## src/rtl/pc_branch_unit_if.sv

```systemverilog
// pc_branch_unit_if: ID/fetch-side control and PC outputs of the PC/branch stage
interface pc_branch_unit_if #(parameter int CNT_W = 16);
  logic             id_stall_i;
  logic             fetch_wait_i;
  logic             beq_i;
  logic             bne_i;
  logic             jump_i;
  logic             jr_i;
  logic [31:0]      rs_data_i;
  logic [31:0]      rt_data_i;
  logic [31:0]      offset_sl2_i;
  logic [31:0]      pc_plus4_id_i;
  logic [25:0]      jump_index_i;
  logic [31:0]      jr_target_i;
  logic [31:0]      pc_o;
  logic [31:0]      pc_plus4_o;
  logic             if_id_flush_o;
  logic             pending_o;
  logic [CNT_W-1:0] redirect_cnt_o;
  modport master (
    output id_stall_i, fetch_wait_i, beq_i, bne_i, jump_i, jr_i, rs_data_i, rt_data_i,
           offset_sl2_i, pc_plus4_id_i, jump_index_i, jr_target_i,
    input  pc_o, pc_plus4_o, if_id_flush_o, pending_o, redirect_cnt_o
  );
  modport slave (
    input  id_stall_i, fetch_wait_i, beq_i, bne_i, jump_i, jr_i, rs_data_i, rt_data_i,
           offset_sl2_i, pc_plus4_id_i, jump_index_i, jr_target_i,
    output pc_o, pc_plus4_o, if_id_flush_o, pending_o, redirect_cnt_o
  );
endinterface

```

## src/rtl/pc_branch_unit.sv

```systemverilog
// pc_branch_unit: PC register, beq/bne/j/jal/jr redirect resolution, IF/ID flush and deferred redirects
module pc_branch_unit #(
  parameter logic [31:0] RESET_PC = 32'h0000_0000,
  parameter int          CNT_W    = 16
) (
  input logic           clk,
  input logic           rst,
  pc_branch_unit_if.slave bus
);
  typedef enum logic {IDLE, PENDING} state_t;
  state_t           state, state_n;
  logic [31:0]      pc, pc_n, pend, pend_n, target;
  logic [CNT_W-1:0] cnt, cnt_n;
  logic             eq, redir, flush, accept;
  assign eq     = bus.rs_data_i == bus.rt_data_i;
  assign redir  = bus.jr_i | bus.jump_i | (bus.beq_i & eq) | (bus.bne_i & ~eq);
  assign target = bus.jr_i   ? bus.jr_target_i :
                  bus.jump_i ? {bus.pc_plus4_id_i[31:28], bus.jump_index_i, 2'b00} :
                               bus.pc_plus4_id_i + bus.offset_sl2_i;
  always_comb begin
    state_n = state;
    pc_n    = pc;
    pend_n  = pend;
    flush   = 1'b0;
    accept  = 1'b0;
    if (state == PENDING) begin
      flush = 1'b1;
      if (!bus.fetch_wait_i) begin
        pc_n    = pend;
        state_n = IDLE;
      end
    end else if (!bus.id_stall_i && redir) begin
      flush  = 1'b1;
      accept = 1'b1;
      if (bus.fetch_wait_i) begin
        pend_n  = target;
        state_n = PENDING;
      end else pc_n = target;
    end else if (!bus.id_stall_i && !bus.fetch_wait_i) pc_n = pc + 32'd4;
  end
  assign cnt_n = (accept && cnt != '1) ? cnt + 1'b1 : cnt;
  always_ff @(posedge clk) begin
    if (rst) begin
      state <= IDLE;
      pc    <= RESET_PC;
      pend  <= '0;
      cnt   <= '0;
    end else begin
      state <= state_n;
      pc    <= pc_n;
      pend  <= pend_n;
      cnt   <= cnt_n;
    end
  end
  assign bus.pc_o           = pc;
  assign bus.pc_plus4_o     = pc + 32'd4;
  assign bus.if_id_flush_o  = flush & ~rst;
  assign bus.pending_o      = state == PENDING;
  assign bus.redirect_cnt_o = cnt;
endmodule

```

## src/flat_wrapper.sv

```systemverilog
// flat-port wrapper written by rule: the top's interface ports become plain ports
module pc_branch_unit_flat 
#(
  parameter logic [31:0] RESET_PC = 32'h0000_0000,
  parameter int          CNT_W    = 16
)
  (clk, rst, bus_id_stall_i, bus_fetch_wait_i, bus_beq_i, bus_bne_i, bus_jump_i, bus_jr_i, bus_rs_data_i, bus_rt_data_i, bus_offset_sl2_i, bus_pc_plus4_id_i, bus_jump_index_i, bus_jr_target_i, bus_pc_o, bus_pc_plus4_o, bus_if_id_flush_o, bus_pending_o, bus_redirect_cnt_o);
  pc_branch_unit_if #(.CNT_W(CNT_W)) bus_i ();
  input logic clk;
  input logic rst;
  input wire logic [$bits(bus_i.id_stall_i)-1:0] bus_id_stall_i;
  input wire logic [$bits(bus_i.fetch_wait_i)-1:0] bus_fetch_wait_i;
  input wire logic [$bits(bus_i.beq_i)-1:0] bus_beq_i;
  input wire logic [$bits(bus_i.bne_i)-1:0] bus_bne_i;
  input wire logic [$bits(bus_i.jump_i)-1:0] bus_jump_i;
  input wire logic [$bits(bus_i.jr_i)-1:0] bus_jr_i;
  input wire logic [$bits(bus_i.rs_data_i)-1:0] bus_rs_data_i;
  input wire logic [$bits(bus_i.rt_data_i)-1:0] bus_rt_data_i;
  input wire logic [$bits(bus_i.offset_sl2_i)-1:0] bus_offset_sl2_i;
  input wire logic [$bits(bus_i.pc_plus4_id_i)-1:0] bus_pc_plus4_id_i;
  input wire logic [$bits(bus_i.jump_index_i)-1:0] bus_jump_index_i;
  input wire logic [$bits(bus_i.jr_target_i)-1:0] bus_jr_target_i;
  output wire logic [$bits(bus_i.pc_o)-1:0] bus_pc_o;
  output wire logic [$bits(bus_i.pc_plus4_o)-1:0] bus_pc_plus4_o;
  output wire logic [$bits(bus_i.if_id_flush_o)-1:0] bus_if_id_flush_o;
  output wire logic [$bits(bus_i.pending_o)-1:0] bus_pending_o;
  output wire logic [$bits(bus_i.redirect_cnt_o)-1:0] bus_redirect_cnt_o;
  assign bus_i.id_stall_i = bus_id_stall_i;
  assign bus_i.fetch_wait_i = bus_fetch_wait_i;
  assign bus_i.beq_i = bus_beq_i;
  assign bus_i.bne_i = bus_bne_i;
  assign bus_i.jump_i = bus_jump_i;
  assign bus_i.jr_i = bus_jr_i;
  assign bus_i.rs_data_i = bus_rs_data_i;
  assign bus_i.rt_data_i = bus_rt_data_i;
  assign bus_i.offset_sl2_i = bus_offset_sl2_i;
  assign bus_i.pc_plus4_id_i = bus_pc_plus4_id_i;
  assign bus_i.jump_index_i = bus_jump_index_i;
  assign bus_i.jr_target_i = bus_jr_target_i;
  assign bus_pc_o = bus_i.pc_o;
  assign bus_pc_plus4_o = bus_i.pc_plus4_o;
  assign bus_if_id_flush_o = bus_i.if_id_flush_o;
  assign bus_pending_o = bus_i.pending_o;
  assign bus_redirect_cnt_o = bus_i.redirect_cnt_o;
  pc_branch_unit #(.RESET_PC(RESET_PC), .CNT_W(CNT_W)) u_core (.clk(clk), .rst(rst), .bus(bus_i));
endmodule
```

## config.mk

```make
export PLATFORM = sky130hd
export DESIGN_NAME = pc_branch_unit_flat
export DESIGN_NICKNAME = d
export VERILOG_FILES = /design/src/rtl/pc_branch_unit_if.sv /design/src/rtl/pc_branch_unit.sv /design/src/flat_wrapper.sv
export SDC_FILE = /design/constraint.sdc
export NUM_CORES = 1
export LEC_CHECK = 0
export BUFFER_PORTS_ARGS = -buffer_cell sky130_fd_sc_hd__buf_2
export CORE_UTILIZATION = 35
export CTS_CLUSTER_SIZE = 12
export DETAILED_ROUTE_END_ITERATION = 8
export PLACE_DENSITY = 0.69
export SYNTH_ARGS = -nofsm -noshare
export SYNTH_HDL_FRONTEND = slang
export SYNTH_SLANG_ARGS = --single-unit
```

## constraint.sdc

```tcl
create_clock -name clk -period 8.23 [get_ports clk]
set_input_delay 2.0575 -clock clk [delete_from_list [all_inputs] [get_ports clk]]
set_output_delay 2.0575 -clock clk [all_outputs]
set_load 0.02 [all_outputs]
```

==> results.json <==
{
  "ant_nets": 0,
  "start_kind": "input pin",
  "port_buffers": 275,
  "clock_skew_ns": 0.00944,
  "dieArea_mm2": 0.0199,
  "grt_pass1_wl_mm": 38.5,
  "met3_usage_pct": 3.80,
  "start_util_pct": 36.0,
  "dp_cells": 1377,
  "yosys-top-cells-area": "dfxtp_1, xnor2_1, ha_1",
  "hpwlAfterDp_mm": 19.1,
  "power_density_mw_per_mm2": 146,
  "finalSetupViolations": 0,
  "final-hold-violation-count": 0,
  "timing.rr.start": "u_core.bus.pc_o[2]",
  "grt_usage_pct": 24.6,
  "vias": 7751,
  "cts_hold_repair.buffers": 0,
  "synth_edf_count": 0,
  "arrival_ns": 4.03,
  "worstPathMaxFanout": 3,
  "final_cells": 1396,
  "post_cts_buffers": 0,
  "ys_warn_count": 0,
  "num-nets-final": 1356,
  "rows": 50,
  "finalCritPeriodShare_pct": 74.0,
  "peakVddDrop_v": 0.000101,
  "synth_area_mm2": 0.00678,
  "tightest_slew_ns": 1.08,
  "postSynthAreaPerCell_um2": 7.58,
  "status": "finished clean",
  "place_congestion": 0.942,
  "hp-class": "register to register",
  "synth_top_area_share_pct": 23.9,
  "slew_violations": 0,
  "io_pins": 276,
  "fp.dieH_um": 141,
  "cts.path.max_buffers": 2,
  "reg2regPathDepth": 8,
  "crit_required_ns": 6.17,
  "drt_iter0_drc": 759,
  "layout-drive-gt1-share_pct": 27.5,
  "route.detailed.drc": 0,
  "synth_most_common_cell": "nor2_1",
  "cts_root_buf": "clkbuf_16",
  "fmax_mhz": 164,
  "antenna_found_initial": 4,
  "holdPathEnd": "u_core.pend[2]",
  "grt_max_degree": 55,
  "worstSetupPathType": "input pin to primary output",
  "clkTransAtPathRegs_ns": 0.06,
  "synth-seq-area-share_pct": 23.9,
  "ys_async_sr_fraction_pct": 0,
  "synth-seq-cells": 81,
  "synthFlopType": "dfxtp_1",
  "post_cts_resized": 0,
  "cts_sinks": 81,
  "area_delta_synth_final_pct": 26.8,
  "die_x_um": 141,
  "vias_per_cell": 5.55,
  "grt_overflow": 0,
  "synthDistinctLibCells": 72,
  "setup-tns-final_ns": 0,
  "synthCells": 894,
  "hold_depth": 2,
  "grt.met1_usage_pct": 35.0,
  "worstSetupStartpoint": "bus_rt_data_i[20]",
  "leakagePower_nw": 3.72,
  "rrSetupSlack_ns": 5.36,
  "setup.worst_path.end_class": "primary output",
  "yosys.area.top_type": "dfxtp_1",
  "rsz0062_at_grt": "no",
  "synthTopCellsByCount": "nor2_1, dfxtp_1, a21oi_1",
  "totalWireLength_mm": 24.9,
  "grt_util_met2_pct": 38.3,
  "wl_per_cell_um": 17.9,
  "core_mm2": 0.0188,
  "busiest_layer": "met2",
  "r2r-end": "u_core.bus.pc_o[30]",
  "cap_viol_max_count": 0,
  "synth_fp_nets": 1122,
  "max_slew_margin_pct": 27.7,
  "grt_pass1_vias": 7076,
  "min_period_ns": 6.09,
  "htreeDepth": 3,
  "hold_start": "u_core.pend[2]",
  "clk_latency_ns": 0.34,
  "dr.pass1.iters": 5,
  "cts_tree": "done",
  "cts_buffers": 9
}
worst max path at each step:
stage | slack (ns) | to | cells after the start
after floorplan | 2.35 | bus_if_id_flush_o | 9
after global placement | 2.14 | bus_if_id_flush_o | 9
after detailed placement | 2.13 | bus_if_id_flush_o | 9
after CTS | 2.13 | bus_if_id_flush_o | 9
after global routing | 1.95 | bus_if_id_flush_o | 9
final | 2.14 | bus_if_id_flush_o | 9
kinds of logic (layout without fill, tap and decap cells):
kind of cell | Yosys count | in the layout | synth area share, %
and+or+nand+nor | 320 | 320 | 23.6
other | 0 | 4 | 0
buffers and inverters | 77 | 315 | 4.50
AOI/OAI and AO/OA | 281 | 281 | 28.3
DFF | 81 | 81 | 23.9
muxes | 9 | 9 | 1.40
xor gates and xnor gates | 92 | 92 | 11.9
adders and majority gates | 34 | 34 | 6.39
state kept, by name (all words and copies together), names as in the netlist:
name and count:
u_core.pend 32, u_core.bus.pc_o 32, u_core.bus.pending_o 1, u_core.bus.redirect_cnt_o 16
cells in the final DEF, fill, tap and decap left out, types with 4 or more instances in the layout:
cell | synthesis | routed
a2111oi_0 | 4 | 4
a211o_1 | 8 | 8
a211oi_1 | 12 | 12
a21o_1 | 12 | 12
a21oi_1 | 77 | 76
a221oi_1 | 25 | 25
a222oi_1 | 9 | 9
a311oi_1 | 5 | 5
a31oi_1 | 6 | 6
and2_1 | 4 | 4
and3_1 | 9 | 9
and4_1 | 6 | 6
buf_2 | 7 | 275
buf_4 | 2 | 8
clkbuf_16 | 0 | 9
dfxtp_1 | 81 | 81
diode_2 | 0 | 4
ha_1 | 33 | 33
inv_1 | 16 | 16
mux2i_1 | 5 | 5
nand2_1 | 67 | 67
nand2b_1 | 11 | 11
nand3_1 | 36 | 36
nand4_1 | 22 | 22
nor2_1 | 91 | 90
nor2b_1 | 9 | 9
nor3_1 | 27 | 27
nor3b_1 | 5 | 5
nor4_1 | 10 | 10
o211a_1 | 5 | 5
o211ai_1 | 14 | 14
o21a_1 | 13 | 13
o21ai_0 | 48 | 48
o21bai_1 | 4 | 4
o22ai_1 | 9 | 9
o41ai_1 | 5 | 5
or3_1 | 8 | 8
xnor2_1 | 72 | 72
xor2_1 | 20 | 20
critical path: stages:
cell      delay [ns]
buf_2           0.11
xnor2_1         0.16
nand4_1         0.14
nor4_1          0.44
a211oi_1        0.23
nor3_1          0.43
nor2_2          0.06
nor2_1          0.19
buf_2           0.21
cell type report:
cell class | count | area, um^2
clock buffers | 12 | 256
diodes | 4 | 10.0
flip-flops and latches | 81 | 1620
well taps | 260 | 325
clock inverters | 3 | 25.0
multi-input cells | 736 | 4860
inverters | 17 | 63.8
repair buffers | 283 | 1440
fillers | 1952 | 10200
per-layer routing:
| metal | vias up | part of all wire (%) |
|---|---|---|
| met1 | 3588 | 46 |
| met4 | 2 | 1.5 |
| met2 | 320 | 45 |
| met3 | 33 | 7.5 |
| li1 | 3808 | - |
| met5 | - | 0.052 |
through the flow:
| stage | instance area, um^2 | setup WS, ns | utilization, % | hold WS [ns] | total power, mW |
|---|---|---|---|---|---|
| after floorplan | 6780 | 2.35 | - | 0.432 | 0.721 |
| after global placement | 8310 | 2.14 | 44.1 | 0.441 | 0.875 |
| after detailed placement | 8310 | 2.13 | 44.1 | 0.448 | 0.877 |
| after CTS | 8590 | 2.13 | 45.6 | 0.457 | 1.26 |
| after global routing | 8590 | 1.95 | 45.6 | 0.475 | 1.33 |
| final | 8600 | 2.14 | 45.7 | 0.456 | 1.26 |
power breakdown:
group	internal (mW)	switching (mW)
Clock	0.221	0.161
Sequential	0.416	0.0243
Combinational	0.173	0.263
Total	0.809	0.448
Power figures use the tool's default switching activity.
